**src/rtl/add_mul_acc.sv**
```systemverilog
// Free-running convolution multiply-accumulate element: one weight*pixel product per clock,
// publishes a saturated window sum and a done pulse every KERNEL_TAPS cycles.
module add_mul_acc #(
    parameter int DATA_W      = 8,
    parameter int OUT_W       = 17,
    parameter int KERNEL_TAPS = 9
) (
    input  logic              clk,
    input  logic              rst,
    input  logic [DATA_W-1:0] kernel_weights,
    input  logic [DATA_W-1:0] in_pix,
    output logic [OUT_W-1:0]  out_pix,
    output logic              ind,
    output logic              done
);
    localparam int PROD_W = 2 * DATA_W;
    localparam int ACC_W  = PROD_W + $clog2(KERNEL_TAPS);
    localparam int SUM_W  = (ACC_W > OUT_W) ? ACC_W : OUT_W + 1;
    localparam int CNT_W  = (KERNEL_TAPS > 1) ? $clog2(KERNEL_TAPS) : 1;
    localparam logic [CNT_W-1:0] LAST_TAP = CNT_W'(KERNEL_TAPS - 1);
    localparam logic [SUM_W-1:0] SAT_LIM  = SUM_W'((64'd1 << OUT_W) - 64'd1);

    // Taps remaining in the window, counted down: LAST_TAP means tap 0 is next, 0 means final tap.
    logic [CNT_W-1:0]  taps_left;
    logic [ACC_W-1:0]  acc;
    logic [PROD_W-1:0] product;
    logic [SUM_W-1:0]  sum;
    logic              first_tap;
    logic              last_tap;

    assign first_tap = (taps_left == LAST_TAP);
    assign last_tap  = (taps_left == '0);
    assign product   = PROD_W'(kernel_weights) * PROD_W'(in_pix);
    // Tap 0 ignores the old accumulator, so windows run back-to-back without a clear cycle.
    assign sum       = SUM_W'(product) + (first_tap ? '0 : SUM_W'(acc));
    assign ind       = first_tap & ~rst;

    always_ff @(posedge clk) begin
        if (rst) begin
            taps_left <= LAST_TAP;
            acc       <= '0;
            out_pix   <= '0;
            done      <= 1'b0;
        end else begin
            done <= last_tap;
            acc  <= sum[ACC_W-1:0];
            if (last_tap) begin
                taps_left <= LAST_TAP;
                out_pix   <= (sum > SAT_LIM) ? '1 : sum[OUT_W-1:0];
            end else begin
                taps_left <= taps_left - CNT_W'(1);
            end
        end
    end
endmodule

```
**config.mk**
```make
export PLATFORM = sky130hd
export DESIGN_NAME = add_mul_acc
export DESIGN_NICKNAME = d
export VERILOG_FILES = /design/src/rtl/add_mul_acc.sv
export SDC_FILE = /design/constraint.sdc
export NUM_CORES = 1
export LEC_CHECK = 0
export CORE_AREA = 2 2 116 84
export DETAILED_ROUTE_END_ITERATION = 8
export DIE_AREA = 0 0 118 86
export PLACE_DENSITY = 0.68
export RECOVER_POWER = 25
export SLEW_MARGIN = 20
export SYNTH_ARGS = -nofsm -noshare
export SYNTH_HDL_FRONTEND = slang
export SYNTH_SLANG_ARGS = --single-unit
```
**constraint.sdc**
```tcl
create_clock -name clk -period 13.8 [get_ports clk]
set_clock_uncertainty 0.05 [all_clocks]
set_input_delay 3.45 -clock clk [delete_from_list [all_inputs] [get_ports clk]]
set_output_delay 3.45 -clock clk [all_outputs]
set_load 0.05 [all_outputs]
```
# ---- Yosys cells after proc, flatten, opt, wreduce, memory -nomap -nowiden
# Cells that the tools add are included.
dict set report word_totals {
  register_bits 42
  inputBits 18
  output_inout_bits 19
  wordCells 15
}
dict set report op_classes {
  add_sub_neg 2
  n_mul 1
  magnitude_cmp 1
  n_eq_ne 1
  n_mux 2
  bitwise_logic 2
  n_reduce_logical 2
}
# operator n
set op_table {}
lappend op_table {{16-bit by 20-bit adder with 20-bit output} 1}
lappend op_table {{20-bit by 17-bit greater-than comparator with 1-bit output, second input constant} 1}
lappend op_table {{20-bit two-way mux} 1}
lappend op_table {{17-bit two-way mux} 1}
lappend op_table {{8-bit by 8-bit multiplier with 16-bit output} 1}
lappend op_table {{4-bit == test, second input constant} 1}
lappend op_table {{4-bit zero test} 1}
lappend op_table {{4-bit by 1-bit subtractor with 4-bit output, second input constant} 1}
lappend op_table {{2-bit OR reduction} 1}
lappend op_table {{1-bit AND} 1}
lappend op_table {{1-bit NOT} 1}

# ---- Logic depth before layout (Yosys ltp)
# Gate-level depths: netlist of run 1.
dict set report depth {
  ltp_word 5
  ltp_mapped 22
  ltp_nobuf 20
}

# ---- Worst setup path before layout of run 1
# OpenSTA, ideal clock, no wires.
dict set report synth_timing {
  path_kind {in2out}
  startpoint {in rst}
  endpoint {out ind}
  arrival_ps 4456
  required_ps 10300
  setup_slack_ps 5844
  path_stages 3
  cell_sequence {clkbuf_1 -> clkbuf_1 -> nor2_1}
}
dict set report synth_between {
  elab_chain_len 2
}
# item line
set synth_rtl {}
lappend synth_rtl {{start, declared} 9} ;# input logic rst,
lappend synth_rtl {{1-bit NOT} 36} ;# assign ind = first_tap & ~rst;
lappend synth_rtl {{1-bit AND} 36}
lappend synth_rtl {{end, declared} 13} ;# output logic ind,
# Every way passes these cells.

# ---- Final worst setup path of run 1
# Ends and elaborated chain as after synthesis.

==> metrics, run 1 <==
Worst slew margin -33.3%; number of antenna repair diodes 0; Post-Place Cells 637; detailed-route wire length per cell 14.5 microns; Remaining DRCs 0; Data required, critical path 10.30 ns; DR vias/cell 5.18; TritonCTS buffer count 5; Hold Fails Final Rpt 0; Post-DRT Antenna Nets 0; Pre-Repair DR Iteration Count 4; layout cells sized above 1 4.80%; H-tree Lvls 2; Max Slew Vio Count 44; Clock Tree Buf Depth 2; initial antenna violation count 0; Max-cap violations 1; asr flop ratio synth 0%; Unique masters post-synth 45; post-cts gate resize count 0; outcome complete, but fails checks; Worst Setup SP rst; Max VDD drop 0.110 mV; crit path kind in -> out; worst path cell trace dlygate4sd3_1 > clkbuf_1 > nor2_1 > clkdlybuf4s50_1; total gr overflow 0; CTS tree built; Reg power frac 15.9%; Site Rows 29; Starting Density 47.7%; RR Startpoint taps_left[0]; Clk Latency, worst-skew pair 0.29 ns; Switch Pwr 0.562 mW; Yosys reg bits 42; critical path capture point ind; setup tns final 0 ns; Post-Synthesis Cells 487; Core ar. 0.00896 sq mm; synthesized area 0.00428 sq mm; crit path max fanout 43; Post-CTS Repair Setup Buffers 0; EDFF count, synth 0; die height 86 microns; Final min period 9.81 ns; Reg clk slew, reported paths 0.06 ns; CP endpoint kind output port; Comb power frac 73.4%; syn_area_per_cell 8.78 sq um; largest net degree at the start of global routing 44; post-route cell area 0.00490 sq mm; Synth Flop Type dfxtp_1; f_max 0.102 GHz; Pint 0.514 mW; critical path's largest stage delay 1.43 ns; Final Setup Violations 0; measured slew at the worst slew-check pin 2.00 ns; Worst path top cell family by delay buffers and inverters; worst hold-check path type reg -> reg; Fill cells 840; Sink Count 42; cts hold-fix bufs 0; HPWL Detailed 7610 microns; WP depth 4; die area 0.0101 sq mm; sequential share of the synthesized area 19.7%; Switching Fraction 52.2%; root buffer cell clkbuf_16; PortBufs 36; first-pass GRT wire length 16500 microns; internal reg-to-reg setup slack 8.09 ns; Hold Slack 0.420 ns; gr usage total 20.2%; area growth from synthesis to layout 14.4%; Buf/Inv on CP 3; 1st-iter DRT viols 218; Cell Pwr Density 220 mW/mm^2; Final Cycle Share 71.1%; worst reg-to-reg path cell count 19; clock power share 10.8%; # IOs 37; reg2reg end out_pix[12]; Leak 2.35 nW; RSZ-0062 raised after global routing false; vias in the first global route 3488; WL final 9350 microns; GP Congestion 0.900; arrival time at the worst endpoint 6.31 ns; placed instance area 0.00476 sq mm; Pwr Total 1.08 mW; DIE WIDTH 118 microns; layout net count 630; Slowest-stage cell, CP clkbuf_1; startpoint types input pin; Ys Warns 0; via count 3340; failing checks capacitance limit, slew limit; syn_nets 597; final cell count without fillers 645
-- logic make-up after synthesis --
logic type	synth area share, %
fa+ha+maj	35.7
buf+inv	9.74
xor+xnor	2.46
flops	19.7
compound gates	13.8
simple gates	18.1
mux	0.556
-- power by group through the flow --
| stage | Clock, mW | Combinational, mW | Sequential [mW] |
|---|---|---|---|
| detailed placement | 0 | 0.790 | 0.174 |
| global route | 0.125 | 0.896 | 0.175 |
| floorplan | 0 | 0.549 | 0.210 |
| global placement | 0 | 0.768 | 0.173 |
| CTS | 0.119 | 0.795 | 0.171 |
| finish | 0.116 | 0.790 | 0.171 |
-- cell usage after synthesis (all sizes together), types with 2 or more instances --
master,number,share of area [%]
ha,42,12
o21a,2,0.35
mux2i,2,0.56
a31oi,7,1.4
nor3b,2,0.35
a21oi,16,2.0
nor3,4,0.47
inv,94,8.2
or3,2,0.41
nand3,3,0.35
fa,50,23
nand2,48,4.2
and2,47,6.9
buf,2,0.53
o21bai,7,1.2
a211oi,6,1.3
dfxtp,42,20
xnor2,5,1.0
a21o,3,0.53
a311oi,12,3.2
nor2,40,3.5
o21ai,11,1.3
xor2,7,1.4
nand2b,6,0.88
o211ai,5,0.99
clkbuf,11,0.97
-- sequential cells by signal, indices dropped and copies added (netlist names) --
| register | count |
|---|---|
| acc | 20 |
| done | 1 |
| out_pix | 17 |
| taps_left | 4 |
-- placed cells by master, fill, tap and decap left out, drive strengths merged, types with 7 or more instances in the layout --
| cell type | instances |
|---|---|
| inv | 94 |
| fa | 50 |
| nand2 | 48 |
| and2 | 47 |
| ha | 42 |
| dfxtp | 42 |
| nor2 | 40 |
| clkdlybuf4s50 | 26 |
| a21oi | 16 |
| a311oi | 12 |
| o21ai | 11 |
| dlygate4sd3 | 10 |
| xor2 | 7 |
| o21bai | 7 |
| a31oi | 7 |
| clkbuf | 7 |
-- metal layers --
layer	GRT usage [%]	share of wire, %
met1	27.0	47
met2	34.5	47
met3	4.26	5.2
met4	3.40	0.83
met5	0	0
-- area by class of cell --
class	instances	area [sq um]	area share [%]
flip-flops and latches	42	841	17.2
multi-input cells	338	3030	61.8
repair buffers	39	379	7.74
clock inverters	2	13.8	0.281
clock buffers	6	129	2.63
well taps	124	155	3.17
inverters	94	353	7.21
-- how the worst min path moves through the flow --
stage / endpoint / cells past startpoint / start / slack [ns]
5_1_grt: taps_left[0] / 1 / taps_left[0] / 0.43
3_5_place_dp: taps_left[0] / 1 / taps_left[0] / 0.42
3_3_place_gp: taps_left[0] / 1 / taps_left[0] / 0.40
2_1_floorplan: taps_left[0] / 1 / taps_left[0] / 0.38
6_report: taps_left[0] / 1 / taps_left[0] / 0.42
4_1_cts: taps_left[0] / 1 / taps_left[0] / 0.43
-- worst register-to-register path, delay by kind of cell, from the launching register on --
kind                       cells  cell delay (ns)
buffers and inverters          5             0.45
muxes                          1             0.86
AOI/OAI and AO/OA              5             0.96
and+or+nand+nor                2             0.24
DFF                            1             0.35
adders and majority gates      6             2.56
-- metrics by stage --
step	util, %	setup slack (ns)
2_1_floorplan	-	5.84
3_3_place_gp	53.1	5.02
3_5_place_dp	53.1	4.90
4_1_cts	54.7	5.16
5_1_grt	54.6	3.78
6_report	54.6	3.99
Power figures use the tool's default switching activity.
==> inputs of run 2 (changes only) <==
--- a/config.mk
+++ b/config.mk
@@ -8,7 +8,7 @@
 export CORE_AREA = 2 2 116 84
 export DETAILED_ROUTE_END_ITERATION = 8
 export DIE_AREA = 0 0 118 86
-export PLACE_DENSITY = 0.68
+export PLACE_DENSITY = 0.7
 export RECOVER_POWER = 25
 export SLEW_MARGIN = 20
 export SYNTH_ARGS = -nofsm -noshare
==> constraint.sdc (replaced) <==
create_clock -name clk -period 8.7 [get_ports clk]
set_clock_uncertainty 0.05 [all_clocks]
set_input_delay 2.175 -clock clk [delete_from_list [all_inputs] [get_ports clk]]
set_output_delay 2.175 -clock clk [all_outputs]
set_load 0.05 [all_outputs]
==> metrics, run 2 (synthesis gave the netlist of run 1 again) <==
Worst slew margin -33.3%; worst reg-to-reg path cell count 19; Switch Pwr 0.891 mW; die area 0.0101 sq mm; Max-cap violations 1; DR vias/cell 5.15; startpoint types input pin; largest net degree at the start of global routing 44; outcome complete, but fails checks; Core ar. 0.00896 sq mm; most frequent cells in the layout 94 x inv_1, 50 x fa_1, 48 x nand2_1; Max VDD drop 0.208 mV; measured slew at the worst slew-check pin 2.00 ns; Reg power frac 15.7%; fin util 54.9%; layout net count 630; Switching Fraction 51.4%; f_max 0.135 GHz; root buffer cell clkbuf_16; Top reg by flops acc; GP Congestion 0.895; Cell Pwr Density 352 mW/mm^2; detailed-route wire length per cell 14.1 microns; worst hold-check path type reg -> reg; 1st-iter DRT viols 201; first-pass GRT wire length 16000 microns; setup tns final 0 ns; Remaining DRCs 0; Sink Count 42; Data required, critical path 8.72 ns; most common cell after layout, fill and taps aside inv_1; critical path capture point out_pix[3]; Leak 2.36 nW; post-route cell area 0.00492 sq mm; area growth from synthesis to layout 15.1%; layout cells sized above 1 4.99%; Final min period 7.40 ns; PortBufs 36; Post-DRT Antenna Nets 0; CTS tree built; # IOs 37; cts hold-fix bufs 0; Worst Setup SP in_pix[7]; biggest regs acc (20), out_pix (17), taps_left (4); total gr overflow 0; die height 86 microns; Clock Tree Buf Depth 2; RR Startpoint taps_left[0]; final cell count without fillers 645; arrival time at the worst endpoint 7.42 ns; initial antenna violation count 0; Post-Place Cells 637; HPWL Detailed 7480 microns; TritonCTS buffer count 5; DIE WIDTH 118 microns; RSZ-0062 raised after global routing false; reg2reg end out_pix[3]; Max Slew Vio Count 44; via count 3322; placed instance area 0.00476 sq mm; number of antenna repair diodes 0; crit path max fanout 17; Hold Fails Final Rpt 0; Multi-input gate area 0.00303 sq mm; clock power share 12.4%; CP endpoint kind flip-flop; Pint 0.842 mW; max reg flops 20; vias in the first global route 3466; Pre-Repair DR Iteration Count 4; Clk Latency, worst-skew pair 0.29 ns; internal reg-to-reg setup slack 2.95 ns; Post-CTS Repair Setup Buffers 0; post-cts gate resize count 0; crit path kind in -> reg; Comb power frac 71.9%; Starting Density 47.7%; Reg clk slew, reported paths 0.06 ns; FF/Latch Area 841 sq um; Fill cells 834; H-tree Lvls 2; WL final 9060 microns; Final Cycle Share 85.0%; Final Setup Violations 0; failing checks capacitance limit, slew limit; gr usage total 19.6%; Site Rows 29
[run 2: changes by cell type in the layout (fill, tap and decap cells not counted), sizes merged]
| cell | delta |
|---|---|
| clkinv | -1 |
| bufinv | +1 |
| inv | +1 |
| clkbuf | -1 |
[run 2: critical path: stages]
cell	delay, ns
clkdlybuf4s50_1	0.66
nand2_1	0.14
fa_1	0.54
fa_1	0.54
inv_1	0.05
fa_1	0.52
inv_1	0.05
fa_1	0.54
inv_1	0.05
ha_1	0.33
o211ai_1	0.11
a21oi_2	0.23
o211ai_2	0.15
a31oi_4	0.21
mux2i_2	0.87
a311oi_1	0.22
[run 2: area by class of cell]
type | count | share of cell area [%]
clock buffer | 5 | 2.54
clock inverter | 3 | 0.890
inverter | 94 | 7.17
multi-input combinational | 338 | 61.5
sequential | 42 | 17.1
tap | 124 | 3.15
timing repair buffer | 39 | 7.70
[run 2: metal layers]
layer | vias to the layer above | GRT usage [%] | wire (microns)
met5 | - | 0 | 0
met4 | 0 | 4.71 | 102
met3 | 13 | 3.66 | 335
met2 | 61 | 32.9 | 4220
met1 | 1631 | 26.3 | 4410
li1 | 1617 | - | -
[run 2: metrics by stage]
step	worst slack [ns]	hold slack, ns	power, mW
global placement	1.22	0.402	1.50
global route	1.02	0.452	1.91
floorplan	2.27	0.376	1.20
finish	1.30	0.432	1.73
CTS	1.40	0.442	1.75
detailed placement	1.10	0.412	1.52
[run 2: worst min-delay path by stage]
stage | slack, ns | cells after the start | to | start
after floorplan | 0.38 | 1 | taps_left[0] | taps_left[0]
after global placement | 0.40 | 1 | taps_left[0] | taps_left[0]
after detailed placement | 0.41 | 1 | taps_left[0] | taps_left[0]
after CTS | 0.44 | 1 | taps_left[0] | taps_left[0]
after global routing | 0.45 | 1 | taps_left[0] | taps_left[0]
final | 0.43 | 1 | taps_left[0] | taps_left[0]
[run 2: power groups by stage]
stage	combinational, mW	clock (mW)	sequential (mW)
2_1_floorplan	0.871	0	0.333
3_3_place_gp	1.22	0	0.275
3_5_place_dp	1.25	0	0.277
4_1_cts	1.26	0.220	0.273
5_1_grt	1.41	0.229	0.276
6_report	1.25	0.215	0.272
